`config.mk`:
```
export PLATFORM = sky130hd
export DESIGN_NAME = dmem_probe_arbiter
export DESIGN_NICKNAME = d
export VERILOG_FILES = /design/src/rtl/dmem_probe_arbiter.sv
export SDC_FILE = /design/constraint.sdc
export NUM_CORES = 1
export LEC_CHECK = 0
export ABC_AREA = 1
export BUFFER_PORTS_ARGS = -buffer_cell sky130_fd_sc_hd__buf_2
export CORE_ASPECT_RATIO = 0.5
export CORE_MARGIN = 4
export CORE_UTILIZATION = 40
export DETAILED_ROUTE_END_ITERATION = 10
export HOLD_SLACK_MARGIN = 0.12
export PLACE_DENSITY = 0.82
export SYNTH_ARGS = -nofsm -noshare
export SYNTH_HDL_FRONTEND = slang
export SYNTH_SLANG_ARGS = --single-unit
```
`constraint.sdc`:
```
create_clock -name clk -period 1.5 [get_ports clk]
set_input_delay 0.075 -clock clk [delete_from_list [all_inputs] [get_ports clk]]
set_output_delay 0.075 -clock clk [all_outputs]
set_load 0.02 [all_outputs]
```
`src/rtl/dmem_probe_arbiter.sv`:
```
// dmem_probe_arbiter: shares the data-memory port between the CPU load/store
// port and a byte-wide debug probe that reads words in CPU idle cycles.
// Ports:
//   clk, rst                      clock, synchronous active-high reset
//   cpu_req/we/addr/wdata         CPU request (held until cpu_gnt)
//   cpu_gnt                       CPU request accepted this cycle
//   cpu_rdata, cpu_rvalid         CPU read return, one cycle after grant
//   probe_in                      probe command/address byte, sampled every clk
//   probe_armed                   probe FSM is ARMED
//   probe_data, probe_valid       probe read return, one cycle after grant
//   mem_en/we/addr/wdata          data-memory request
//   mem_rdata                     data-memory read data, one cycle after read
module dmem_probe_arbiter #(
    parameter int ADDR_W     = 8,
    parameter int DATA_W     = 32,
    parameter int STARVE_MAX = 4
) (
    input  logic              clk,
    input  logic              rst,
    input  logic              cpu_req,
    input  logic              cpu_we,
    input  logic [ADDR_W-1:0] cpu_addr,
    input  logic [DATA_W-1:0] cpu_wdata,
    output logic              cpu_gnt,
    output logic [DATA_W-1:0] cpu_rdata,
    output logic              cpu_rvalid,
    input  logic [7:0]        probe_in,
    output logic              probe_armed,
    output logic [DATA_W-1:0] probe_data,
    output logic              probe_valid,
    output logic              mem_en,
    output logic              mem_we,
    output logic [ADDR_W-1:0] mem_addr,
    output logic [DATA_W-1:0] mem_wdata,
    input  logic [DATA_W-1:0] mem_rdata
);
    typedef enum logic [1:0] {IDLE, SYNC, ARMED} state_t;
    state_t            state, state_nx;
    logic              pending, pending_nx;
    logic [7:0]        paddr, paddr_nx;
    logic [3:0]        starve;
    logic              ctag, ptag;
    logic [DATA_W-1:0] chold, phold;
    logic              preempt, probe_gnt;

    assign preempt     = pending && (starve == 4'(STARVE_MAX));
    // Grants are suppressed while rst is high so nothing reaches memory during reset.
    assign cpu_gnt     = !rst && cpu_req && !preempt;
    assign probe_gnt   = !rst && pending && (!cpu_req || preempt);
    assign mem_en      = cpu_gnt || probe_gnt;
    assign mem_we      = cpu_gnt && cpu_we;
    assign mem_addr    = cpu_gnt ? cpu_addr : ADDR_W'(paddr);
    assign mem_wdata   = cpu_gnt ? cpu_wdata : '0;
    // A read in flight when reset arrives is dropped rather than returned.
    assign cpu_rvalid  = ctag && !rst;
    assign probe_valid = ptag && !rst;
    assign cpu_rdata   = cpu_rvalid ? mem_rdata : chold;
    assign probe_data  = probe_valid ? mem_rdata : phold;
    assign probe_armed = (state == ARMED);

    always_comb begin
        state_nx   = state;
        pending_nx = pending;
        paddr_nx   = paddr;
        case (state)
            IDLE: state_nx = (probe_in == 8'h14) ? SYNC : IDLE;
            SYNC: begin
                if (probe_in == 8'h01) begin
                    state_nx   = ARMED;
                    paddr_nx   = probe_in;
                    pending_nx = 1'b1;
                end else begin
                    state_nx = (probe_in == 8'h14) ? SYNC : IDLE;
                end
            end
            ARMED: begin
                if (probe_in == 8'hED) begin
                    state_nx   = IDLE;
                    pending_nx = 1'b0;
                end else if (probe_in != paddr) begin
                    // Newest address replaces any still-pending one.
                    paddr_nx   = probe_in;
                    pending_nx = 1'b1;
                end else if (probe_gnt) begin
                    pending_nx = 1'b0;
                end
            end
            default: state_nx = IDLE;
        endcase
    end

    always_ff @(posedge clk) begin
        if (rst) begin
            state   <= IDLE;
            pending <= 1'b0;
            paddr   <= '0;
            starve  <= '0;
            ctag    <= 1'b0;
            ptag    <= 1'b0;
            chold   <= '0;
            phold   <= '0;
        end else begin
            state   <= state_nx;
            pending <= pending_nx;
            paddr   <= paddr_nx;
            starve  <= (!pending || probe_gnt) ? 4'd0 :
                       (starve == 4'(STARVE_MAX)) ? starve : starve + 4'd1;
            ctag    <= cpu_gnt && !cpu_we;
            ptag    <= probe_gnt;
            if (ctag) chold <= mem_rdata;
            if (ptag) phold <= mem_rdata;
        end
    end
endmodule

```
=== Word-level counts from Yosys, hierarchy flattened ===
Index checks and enable logic that the tools add are counted.

* Bits in registers: 81
* Input port bits: 84
* Output and inout port bits: 110
* Word-level logic and storage cells: 60

* Add/subtract/negate cells: 1
* Equal/unequal tests: 12
* Muxes and demuxes: 17
* Reductions and logical operators: 22

{| class="wikitable"
|+ Operator list
! kind !! number
|-
| 32-bit two-way mux || 3
|-
| 8-bit two-way mux || 4
|-
| 8-bit one-hot mux with 2 select lines || 1
|-
| 1-bit logical AND || 9
|-
| 8-bit by 1-bit == test with 1-bit output (second input constant) || 1
|-
| 8-bit by 5-bit == test with 1-bit output (second input constant) || 1
|-
| 8-bit == test (second input constant) || 1
|-
| 8-bit != test || 1
|-
| 2-bit one-hot mux with 3 select lines || 1
|-
| 1-bit zero test || 5
|-
| 1-bit two-way mux || 5
|-
| 4-bit by 1-bit adder with 4-bit output (second input constant) || 1
|-
| 4-bit by 3-bit == test with 1-bit output (second input constant) || 1
|-
| 2-bit two-way mux || 2
|-
| 2-bit by 1-bit != test with 1-bit output (second input constant) || 2
|-
| 2-bit != test (second input constant) || 2
|-
| 4-bit by 1-bit != test with 1-bit output (second input constant) || 1
|-
| 4-bit AND reduction || 1
|-
| 1-bit logical OR || 3
|-
| 3-bit AND reduction || 1
|-
| 2-bit by 1-bit == test with 1-bit output (second input constant) || 1
|-
| 2-bit == test (second input constant) || 1
|-
| 2-bit zero test || 1
|-
| 1-bit one-hot mux with 2 select lines || 1
|-
| 2 further kinds || 2
|}

=== Logic depth before layout (Yosys ltp) ===
Gate-level depths: netlist of the first run.

* Word-level depth: 8
* Gate-level depth with buffers: 12
* Depth with buffers taken out: 11

=== Worst setup path after synthesis of the first run ===
No wires, ideal clock.

* Path kind: register to output
* Start: register starve[0]
* End: output port mem_addr[0]
* Data arrival time: 1.676 ns
* Data required time: 1.425 ns
* Path slack: -0.251 ns
* Stages on the path, launching flop included: 8
* Buffers on the path: 1
* Cell sequence: dfxtp_1 -> inv_1 -> ha_1 -> nand4_1 -> nand2_1 -> inv_2 -> buf_2 -> o21ai_0

* Word-level cells in the longest chain between the ends: 5

{| class="wikitable"
|+ RTL lines
! item !! RTL line !! text
|-
| from (decl) || 41 || <nowiki>logic [3:0] starve;</nowiki>
|-
| from (signal assigned) || 106 || <nowiki>starve <= (!pending || probe_gnt) ? 4'd0 :</nowiki>
|-
| 4-bit by 3-bit == test with 1-bit output || 46 || <nowiki>assign preempt = pending && (starve == 4'(STARVE_MAX));</nowiki>
|-
| 1-bit logical AND || 46 ||
|-
| 1-bit zero test || 48 || <nowiki>assign cpu_gnt = !rst && cpu_req && !preempt;</nowiki>
|-
| 1-bit logical AND || 48 ||
|-
| via cpu_gnt || 24 || <nowiki>output logic cpu_gnt,</nowiki>
|-
| 8-bit two-way mux || 52 || <nowiki>assign mem_addr = cpu_gnt ? cpu_addr : ADDR_W'(paddr);</nowiki>
|-
| to (decl) || 33 || <nowiki>output logic [ADDR_W-1:0] mem_addr,</nowiki>
|}

The timed path passes the listed nets, and every way through them passes these cells.

=== Worst setup path after layout of the first run ===
* Start: register starve[0]
* End: output port mem_addr[6]

* Word-level cells in the longest chain between the ends: 5

{| class="wikitable"
|+ RTL lines
! item !! RTL line
|-
| 4-bit by 3-bit == test with 1-bit output || 46
|-
| 1-bit logical AND || 46
|-
| 1-bit zero test || 48
|-
| 1-bit logical AND || 48
|-
| 8-bit two-way mux || 52
|}

Every way passes these cells.

==> impl_metrics.json, run 1 <==
{
  "die_area_mm2": 0.0116,
  "portBuffers": 193,
  "critPathMaxFanout": 5,
  "stdcell_area_mm2": 0.00862,
  "path_class": "flip-flop to output pin",
  "gp_congestion": 0.810,
  "fin_util_pct": 90.6,
  "drc_errors": 0,
  "synth_nets": 698,
  "die_y_um": 78.2,
  "clock-root-buffer": "clkbuf_16",
  "firstDrtPassIters": 5,
  "hold_path.class": "input port to flip-flop",
  "ys.warnings.count": 0,
  "route.antenna.remaining_nets": 0,
  "grt_pass1_wl_um": 28400,
  "tns_ns": -20.08,
  "grt_pass1_vias": 5597,
  "yosys.area.top_type": "dfxtp_1",
  "slew_headroom_pct": 75.8,
  "antenna_found_initial": 0,
  "syn_to_final_growth_pct": 119,
  "multi_input_area_mm2": 0.00303,
  "period_needed_ns": 1.85,
  "ys_seq_elements": 81,
  "setup_violations": 117,
  "drv_slew": 0,
  "synth_edf_count": 0,
  "critical_path_arrival_ns": 1.78,
  "drt_wl_total_um": 23000,
  "fin_cells": 1030,
  "setup_ws_ns": -0.353,
  "diodes": 0,
  "clock_latency_ns": 0.35,
  "nets": 979,
  "htree_levels": 3,
  "dp_slack_ns": 0.0151,
  "syn_area_mm2": 0.00394,
  "synthCells": 609,
  "start_kind": "flip-flop",
  "globalRouteOverflowTotal": 0,
  "cpMaxStageDelayCell": "dfxtp_2",
  "fillers": 381,
  "ys_dominant_reg_cell": "dfxtp_1",
  "worstMarginPinSlew_ns": 0.363,
  "crit_chain": "inv_2, ha_4, nand4_1, nand2_2, inv_2, buf_6, buf_12, nand2_2, o21ai_4, buf_6",
  "crit_path_end_kind": "output pin",
  "worst-path-buf-inv": 5,
  "skew_ns": 0.0144,
  "syn_avg_cell_area_um2": 6.47,
  "yosysSeqAreaShare_pct": 41.2,
  "die_w_um": 148,
  "grt_usage_pct": 30.8,
  "synthDominantCellAreaShare_pct": 41.2,
  "required_ns": 1.42,
  "start_util_pct": 41.4,
  "clock_sinks": 81,
  "synth.area.top_cells": "dfxtp_1, o21ai_0, nand2_1, inv_1, nor2_1",
  "via_count": 5796,
  "status": "finished with violations",
  "hold_viol": 0,
  "irDropWorstVdd_mv": 0.600,
  "drv_cap": 0,
  "final_cell_mix": "inv_1, buf_6, buf_2",
  "dp.cells": 918,
  "cpLargestDelayFamily": "buffers and inverters",
  "routed_via_density": 5.63,
  "cellLeakagePower_nw": 4.10,
  "placed_area_mm2": 0.00510,
  "layout-drive-gt1-share_pct": 52.7,
  "path_clk_slew_ns": 0.06,
  "violations": "negative setup slack",
  "regArea_mm2": 0.00163,
  "cts_tree": "done",
  "rsz0062_at_grt": "yes",
  "post-route-period-util_pct": 124,
  "synthArstFlopShare_pct": 0,
  "coreArea_mm2": 0.00951,
  "rows": 25,
  "hpwl_um": 8490,
  "grt_max_degree": 33,
  "final_common_cell": "inv_1",
  "wl_per_cell_um": 22.3,
  "slowest_delay_ns": 0.33,
  "cts_buffer_depth": 2,
  "boundaryPins": 194,
  "fmax_mhz": 540,
  "drt_iter0_markers": 538,
  "power_per_cell_area_mw_per_mm2": 653,
  "numCtsBuffers": 9,
  "ys_types": 25
}
routing by layer:
metal / track usage (%) / vias up / wire length (um)
met1: 32.8 / 2712 / 8190
met3: 7.21 / 141 / 2170
met4: 15.6 / 0 / 1490
met2: 57.3 / 497 / 11100
li1: - / 2446 / -
met5: 0 / - / 0
cells in the mapped netlist, types with 2 or more instances:
master    count
dfxtp_1      81
xnor2_1       2
nand2_1     129
buf_2         4
o21ai_0     140
buf_1         4
clkbuf_1     17
nand3_1       5
nand2_2       3
inv_2         4
a21oi_1       5
inv_1       128
ha_1          5
nor3_1        3
nand4_1       3
nor2_1       67
registers in the layout (all words and copies together), names as in the netlist:
| name | flops |
|---|---|
| pending | 1 |
| ctag | 1 |
| ptag | 1 |
| state | 2 |
| starve | 4 |
| chold | 32 |
| phold | 32 |
| paddr | 8 |
power by group:
group | total [mW] | leakage (nW) | internal (mW) | switching, mW
Clock | 2.27 | 0.142 | 1.33 | 0.934
Combinational | 1.17 | 3.30 | 0.525 | 0.640
Sequential | 2.19 | 0.658 | 2.18 | 0.0130
Total | 5.62 | 4.10 | 4.04 | 1.59
kinds of logic after synthesis:
family	share of synthesized area (%)
simple gates	22.2
buf+inv	15.4
compound gates	19.2
flops	41.2
fa+ha+maj	1.59
xor+xnor	0.445
layout make-up:
cell class              instances  area share, %
clock inverters                 5          0.639
repair buffers                295           34.7
clock buffers                  11           2.82
flip-flops and latches         81           19.0
well taps                     135           1.96
multi-input cells             371           35.1
inverters                     132           5.78
tightest hold or removal path: stages:
cell	delay, ns
buf_2	0.12
nand2_2	0.06
nand3_2	0.09
buf_4	0.12
inv_1	0.03
worst paths after layout:
kind              startpoint           to  slack [ns]  depth (start not counted)
hold / removal       cpu_req         ptag        0.21                          5
setup / recovery   starve[0]  mem_addr[6]       -0.35                         10
hold reg to reg    chold[21]    chold[21]        0.50                          2
setup reg to reg    state[1]     paddr[7]       -0.12                          7
through the flow:
step	hold slack [ns]	power (mW)
after detailed placement	0.261	2.82
after global routing	0.209	5.76
final	0.209	5.62
after floorplan	0.147	2.54
after global placement	0.256	2.82
after CTS	0.101	5.40
timing repair:
action / 4_1_cts / 5_1_grt
gates cloned: 18 / 4
hold buffers: 43 / 0
buffers inserted: 28 / 14
endpoints found under the hold margin: 77 / 0
resized for setup: 418 / 211
setup endpoints to repair: 97 / 123
pin swaps: 12 / 33
Power figures use the tool's default switching activity.
==> run 2: changes to the inputs <==
--- a/config.mk
+++ b/config.mk
@@ -11,6 +11,7 @@
 export CORE_MARGIN = 4
 export CORE_UTILIZATION = 40
 export DETAILED_ROUTE_END_ITERATION = 10
+export GPL_TIMING_DRIVEN = 0
 export HOLD_SLACK_MARGIN = 0.12
 export PLACE_DENSITY = 0.82
 export SYNTH_ARGS = -nofsm -noshare
==> impl_metrics.json, run 2 (same netlist as run 1, synthesis figures left out) <==
{
  "crit_path_end_kind": "output pin",
  "slew_headroom_pct": 67.5,
  "hold_path.class": "input port to flip-flop",
  "layout-drive-gt1-share_pct": 50.9,
  "clkPwrFrac_pct": 39.5,
  "crit_end": "mem_addr[7]",
  "firstDrtPassIters": 5,
  "grt_max_degree": 13,
  "reg.largest.list": "chold (32), phold (32), paddr (8)",
  "timing.hold.ws_ns": 0.156,
  "clock_latency_ns": 0.34,
  "path_class": "flip-flop to output pin",
  "cts_buffer_depth": 2,
  "numCtsBuffers": 9,
  "worst-r2r-setup-slack_ns": -0.19,
  "boundaryPins": 194,
  "seqPwrFrac_pct": 41.1,
  "period_needed_ns": 1.89,
  "fin_cells": 1043,
  "die_y_um": 78.2,
  "status": "finished with violations",
  "die_w_um": 148,
  "rsz0062_at_grt": "yes",
  "r2r_cells": 12,
  "skew_ns": 0.00493,
  "hold_viol": 0,
  "cellLeakagePower_nw": 3.95,
  "post-route-period-util_pct": 126,
  "grt_pass1_vias": 5383,
  "power_per_cell_area_mw_per_mm2": 676,
  "setup_ws_ns": -0.386,
  "routed_via_density": 5.29,
  "cts_tree": "done",
  "fmax_mhz": 530,
  "violations": "negative setup slack",
  "final_cell_mix": "inv_1, buf_2, buf_6",
  "final_common_cell": "inv_1",
  "gp_congestion": 0.861,
  "cp-startpoint": "starve[0]",
  "drc_errors": 0,
  "irDropWorstVdd_mv": 0.491,
  "dp.cells": 937,
  "route.antenna.remaining_nets": 0,
  "p_sw_share_pct": 27.7,
  "drv_slew": 0,
  "drt_wl_total_um": 20000,
  "nets": 991,
  "combPwrFrac_pct": 19.3,
  "antenna_found_initial": 1,
  "setup_violations": 100,
  "crit-reg2reg-launch": "starve[0]",
  "wl_per_cell_um": 19.1,
  "internal_power_mw": 3.86,
  "worstMarginPinSlew_ns": 0.487,
  "grt_usage_pct": 26.7,
  "p_total_mw": 5.33,
  "grt_pass1_wl_um": 25100,
  "via_count": 5515,
  "r2r-end": "pending",
  "syn_to_final_growth_pct": 100,
  "tns_ns": -17.51,
  "path_clk_slew_ns": 0.06,
  "globalRouteOverflowTotal": 0,
  "die_area_mm2": 0.0116,
  "htree_levels": 3,
  "critical_path_arrival_ns": 1.81,
  "start_kind": "flip-flop",
  "portBuffers": 193,
  "drv_cap": 0,
  "clock_sinks": 81,
  "critPathMaxFanout": 10,
  "hpwl_um": 9640,
  "start_util_pct": 41.4,
  "clock-root-buffer": "clkbuf_16",
  "power_switching_mw": 1.48,
  "required_ns": 1.42,
  "drt_iter0_markers": 545,
  "rows": 25,
  "coreArea_mm2": 0.00951
}
-- run 2: cell types whose count changed in the layout (fill, tap and decap cells not counted), moves of 7 or more --
| cell | change |
|---|---|
| buf_2 | +22 |
| o21ai_1 | +7 |
| o21ai_2 | +26 |
| o21ai_4 | -34 |
| buf_16 | -11 |
| nand2_1 | +11 |
| buf_6 | -13 |
| buf_4 | +8 |
| clkbuf_1 | +7 |
| nor2_4 | -8 |
-- run 2: power groups by stage --
stage / Sequential [mW] / Clock [mW] / Combinational [mW]
final: 2.19 / 2.11 / 1.03
after detailed placement: 2.24 / 0 / 0.587
after global routing: 2.20 / 2.18 / 1.08
after floorplan: 2.24 / 0 / 0.308
after global placement: 2.24 / 0 / 0.583
after CTS: 2.19 / 2.09 / 0.871
-- run 2: what timing repair did --
| action | CTS | global route |
|---|---|---|
| hold buffers | 43 | 0 |
| setup buffers | 20 | 23 |
| setup endpoints to repair | 113 | 118 |
| pin swaps | 5 | 19 |
| gates cloned | 9 | 1 |
| resized for setup | 345 | 221 |
| endpoints found under the hold margin | 77 | 0 |
-- run 2: worst min path at each step --
stage | to | cells past startpoint | slack [ns] | startpoint
6_report | ptag | 5 | 0.16 | cpu_req
5_1_grt | ptag | 5 | 0.18 | cpu_req
4_1_cts | state[0] | 4 | 0.14 | probe_in[1]
3_5_place_dp | ctag | 2 | 0.26 | cpu_we
3_3_place_gp | ctag | 2 | 0.26 | cpu_we
2_1_floorplan | ctag | 1 | 0.15 | cpu_we
-- run 2: area by class of cell --
cell class                      count  area (um^2)
Inverter                          132          505
Clock inverter                      2         12.5
Timing Repair Buffer              285         2440
Fill cell                         500         1620
Multi-Input combinational cell    370         2570
Antenna cell                        1         2.50
Tap cell                          135          169
Clock buffer                       14          264
Buffer                             23          295
Sequential cell                    81         1640
-- run 2: routing by layer --
metal,share of wire [%],track usage [%],vias up
met4,6.1,13.9,0
met5,0,0,-
met1,36,28.3,2572
li1,-,-,2449
met2,50,51.0,381
met3,7.1,4.84,113
-- run 2: stage by stage --
step / instance area, um^2 / worst slack [ns] / utilization [%]
global placement: 5110 / -0.358 / 53.8
global route: 7890 / -0.444 / 83.0
detailed placement: 5110 / -0.356 / 53.8
finish: 7890 / -0.386 / 83.0
CTS: 7030 / -0.238 / 73.9
floorplan: 3980 / 0.0325 / -
-- run 2: worst max-delay path: stages (launching register included) --
cell     delay (ns)
dfxtp_2        0.33
inv_2          0.08
ha_4           0.15
nand4_1        0.19
nand2_4        0.22
inv_8          0.07
buf_12         0.15
o21ai_2        0.14
buf_6          0.14
==> run 3: changes to the inputs <==
--- a/config.mk
+++ b/config.mk
@@ -5,15 +5,14 @@
 export SDC_FILE = /design/constraint.sdc
 export NUM_CORES = 1
 export LEC_CHECK = 0
-export ABC_AREA = 1
 export BUFFER_PORTS_ARGS = -buffer_cell sky130_fd_sc_hd__buf_2
 export CORE_ASPECT_RATIO = 0.5
-export CORE_MARGIN = 4
+export CORE_MARGIN = 2
 export CORE_UTILIZATION = 40
 export DETAILED_ROUTE_END_ITERATION = 10
 export GPL_TIMING_DRIVEN = 0
 export HOLD_SLACK_MARGIN = 0.12
-export PLACE_DENSITY = 0.82
+export PLACE_DENSITY = 0.81
 export SYNTH_ARGS = -nofsm -noshare
 export SYNTH_HDL_FRONTEND = slang
 export SYNTH_SLANG_ARGS = --single-unit
==> impl_metrics.json, run 3 <==
{
  "status": "finished with violations",
  "violations": "negative setup slack",
  "power_per_cell_area_mw_per_mm2": 733,
  "fmax_mhz": 495,
  "syn_to_final_growth_pct": 76.2,
  "numCtsBuffers": 9,
  "skew_ns": 0.00653,
  "synthCells": 433,
  "r2r-end": "starve[1]",
  "wl_met1_um": 6740,
  "start_kind": "flip-flop",
  "critPathMaxFanout": 6,
  "crit-reg2reg-launch": "starve[1]",
  "fillers": 620,
  "hold_viol": 0,
  "coreArea_mm2": 0.0102,
  "rsz0062_at_grt": "yes",
  "clock_sinks": 81,
  "grt_max_degree": 15,
  "critical_path_arrival_ns": 1.95,
  "worstHoldEndpoint": "state[0]",
  "antenna_found_initial": 1,
  "synthDominantCellAreaShare_pct": 38.5,
  "route.met3.wl_um": 890,
  "ys_seq_elements": 81,
  "cts_buffer_depth": 2,
  "htree_levels": 3,
  "placed_area_mm2": 0.00542,
  "drv_cap": 0,
  "drt_wl_total_um": 17100,
  "synthArstFlopShare_pct": 0,
  "drc_errors": 0,
  "dr.max_layer_used": "met4",
  "reg.largest.list": "chold (32), phold (32), paddr (8)",
  "setup_violations": 112,
  "nets": 788,
  "die_y_um": 76.6,
  "slowest_delay_ns": 0.34,
  "timing.hold.ws_ns": 0.134,
  "yosysSeqAreaShare_pct": 38.5,
  "portBuffers": 192,
  "wl_per_cell_um": 20.3,
  "yosys-top-cells-count": "dfxtp_1, mux2_2, mux2i_1, nor2_1, and2_1",
  "route.antenna.remaining_nets": 0,
  "layout-drive-gt1-share_pct": 49.7,
  "start_util_pct": 41.2,
  "clock_latency_ns": 0.33,
  "ys_dominant_reg_cell": "dfxtp_1",
  "final_cell_mix": "buf_2, buf_6, dfxtp_1",
  "dr_wl_met2_um": 8740,
  "hold_path.class": "input port to flip-flop",
  "worstMarginPinSlew_ns": 0.630,
  "gp_congestion": 0.794,
  "clock-root-buffer": "clkbuf_16",
  "final_common_cell": "buf_2",
  "globalRouteOverflowTotal": 0,
  "routed_via_density": 5.29,
  "rows": 26,
  "drt_iter0_markers": 348,
  "hold_depth": 4,
  "cpMaxStageDelayCell": "dfxtp_2",
  "synth.area.top_cells": "dfxtp_1, mux2_2, mux2i_1, nor2_1, and2_1",
  "via_count": 4470,
  "setup_ws_ns": -0.522,
  "grt_pass1_wl_um": 22900,
  "syn_area_mm2": 0.00421,
  "hpwl_um": 8300,
  "cellLeakagePower_nw": 3.35,
  "post-route-period-util_pct": 135,
  "required_ns": 1.42,
  "grt_pass1_vias": 4492,
  "die_area_mm2": 0.0114,
  "fin_util_pct": 72.7,
  "synth_nets": 522,
  "crit_chain": "inv_2, ha_4, nand3b_1, o211a_4, clkbuf_16, mux2_4, buf_6",
  "irDropWorstVdd_mv": 0.514,
  "ys_types": 32,
  "boundaryPins": 194,
  "path_clk_slew_ns": 0.06,
  "min_from": "probe_in[1]",
  "grt_usage_pct": 25.4,
  "synth_edf_count": 0,
  "period_needed_ns": 2.02,
  "crit_path_end_kind": "output pin",
  "drv_slew": 0,
  "slew_headroom_pct": 58.0,
  "syn_avg_cell_area_um2": 9.73,
  "die_w_um": 149,
  "ys.warnings.count": 0,
  "yosys.area.top_type": "dfxtp_1",
  "stdcell_area_mm2": 0.00742,
  "firstDrtPassIters": 5,
  "synth.most_common_cell": "dfxtp_1",
  "cp-startpoint": "starve[1]",
  "path_class": "flip-flop to output pin",
  "r2r_cells": 9,
  "cts_tree": "done",
  "worst-r2r-setup-slack_ns": -0.30
}
run 3: area by class of cell:
class | count | area [um^2] | area share (%)
diodes | 1 | 2.50 | 0.0337
clock buffers | 14 | 274 | 3.69
inverters | 8 | 35.0 | 0.472
multi-input cells | 314 | 2770 | 37.4
repair buffers | 261 | 2230 | 30.0
well taps | 140 | 175 | 2.36
flip-flops and latches | 81 | 1640 | 22.1
clock inverters | 2 | 35.0 | 0.472
plain buffers | 24 | 263 | 3.54
run 3: cells by family after synthesis:
family                     count (synthesis)  share of synthesized area (%)
xor gates and xnor gates                   8                           1.66
buffers and inverters                     38                           3.56
AOI/OAI and AO/OA                         13                           2.29
muxes                                    144                           36.4
DFF                                       81                           38.5
and+or+nand+nor                          144                           16.2
adders and majority gates                  5                           1.49
run 3: how the worst max path moves through the flow:
stage	to	slack [ns]	cells past startpoint
2_1_floorplan	mem_addr[4]	-0.02	7
3_3_place_gp	probe_data[14]	-0.44	6
3_5_place_dp	probe_data[14]	-0.48	6
4_1_cts	mem_addr[4]	-0.47	8
5_1_grt	mem_addr[5]	-0.56	7
6_report	mem_addr[4]	-0.52	7
run 3: repair_timing:
item | 4_1_cts | 5_1_grt
gates cloned | 5 | 3
hold endpoints to repair | 74 | 0
gates resized for setup | 178 | 127
hold buffers | 42 | 0
setup endpoints to repair | 169 | 137
pin swaps | 2 | 6
setup buffers | 17 | 3
run 3: worst max-delay path, delay by kind of cell, from the launching register on:
kind | cells | cell delay (ns)
buffers and inverters | 3 | 0.36
flip-flops | 1 | 0.34
AO/OA/AOI/OAI | 1 | 0.33
multiplexers | 1 | 0.30
AND/OR/NAND/NOR | 1 | 0.15
adder cells (fa/ha/maj) | 1 | 0.13
run 3: per-layer routing:
| metal | GRT usage, % | vias to the layer above |
|---|---|---|
| met5 | 0 | - |
| met4 | 12.8 | 0 |
| met2 | 47.4 | 230 |
| li1 | - | 2006 |
| met3 | 4.85 | 63 |
| met1 | 27.6 | 2171 |
run 3: report_power, final:
| group | internal [mW] | switching, mW | leakage (nW) |
|---|---|---|---|
| Combinational | 0.474 | 0.461 | 2.54 |
| Sequential | 2.18 | 0.0221 | 0.659 |
| Clock | 1.43 | 0.882 | 0.153 |
run 3: metrics by stage:
| step | TNS (ns) | setup WS [ns] | total power [mW] | std cells |
|---|---|---|---|---|
| 6_report | -28.21 | -0.522 | 5.44 | 845 |
| 3_5_place_dp | -35.46 | -0.482 | 2.87 | 765 |
| 2_1_floorplan | -0.154 | -0.0166 | 2.60 | 433 |
| 4_1_cts | -25.35 | -0.470 | 5.35 | 841 |
| 5_1_grt | -32.47 | -0.564 | 5.60 | 845 |
| 3_3_place_gp | -30.77 | -0.436 | 2.86 | 765 |
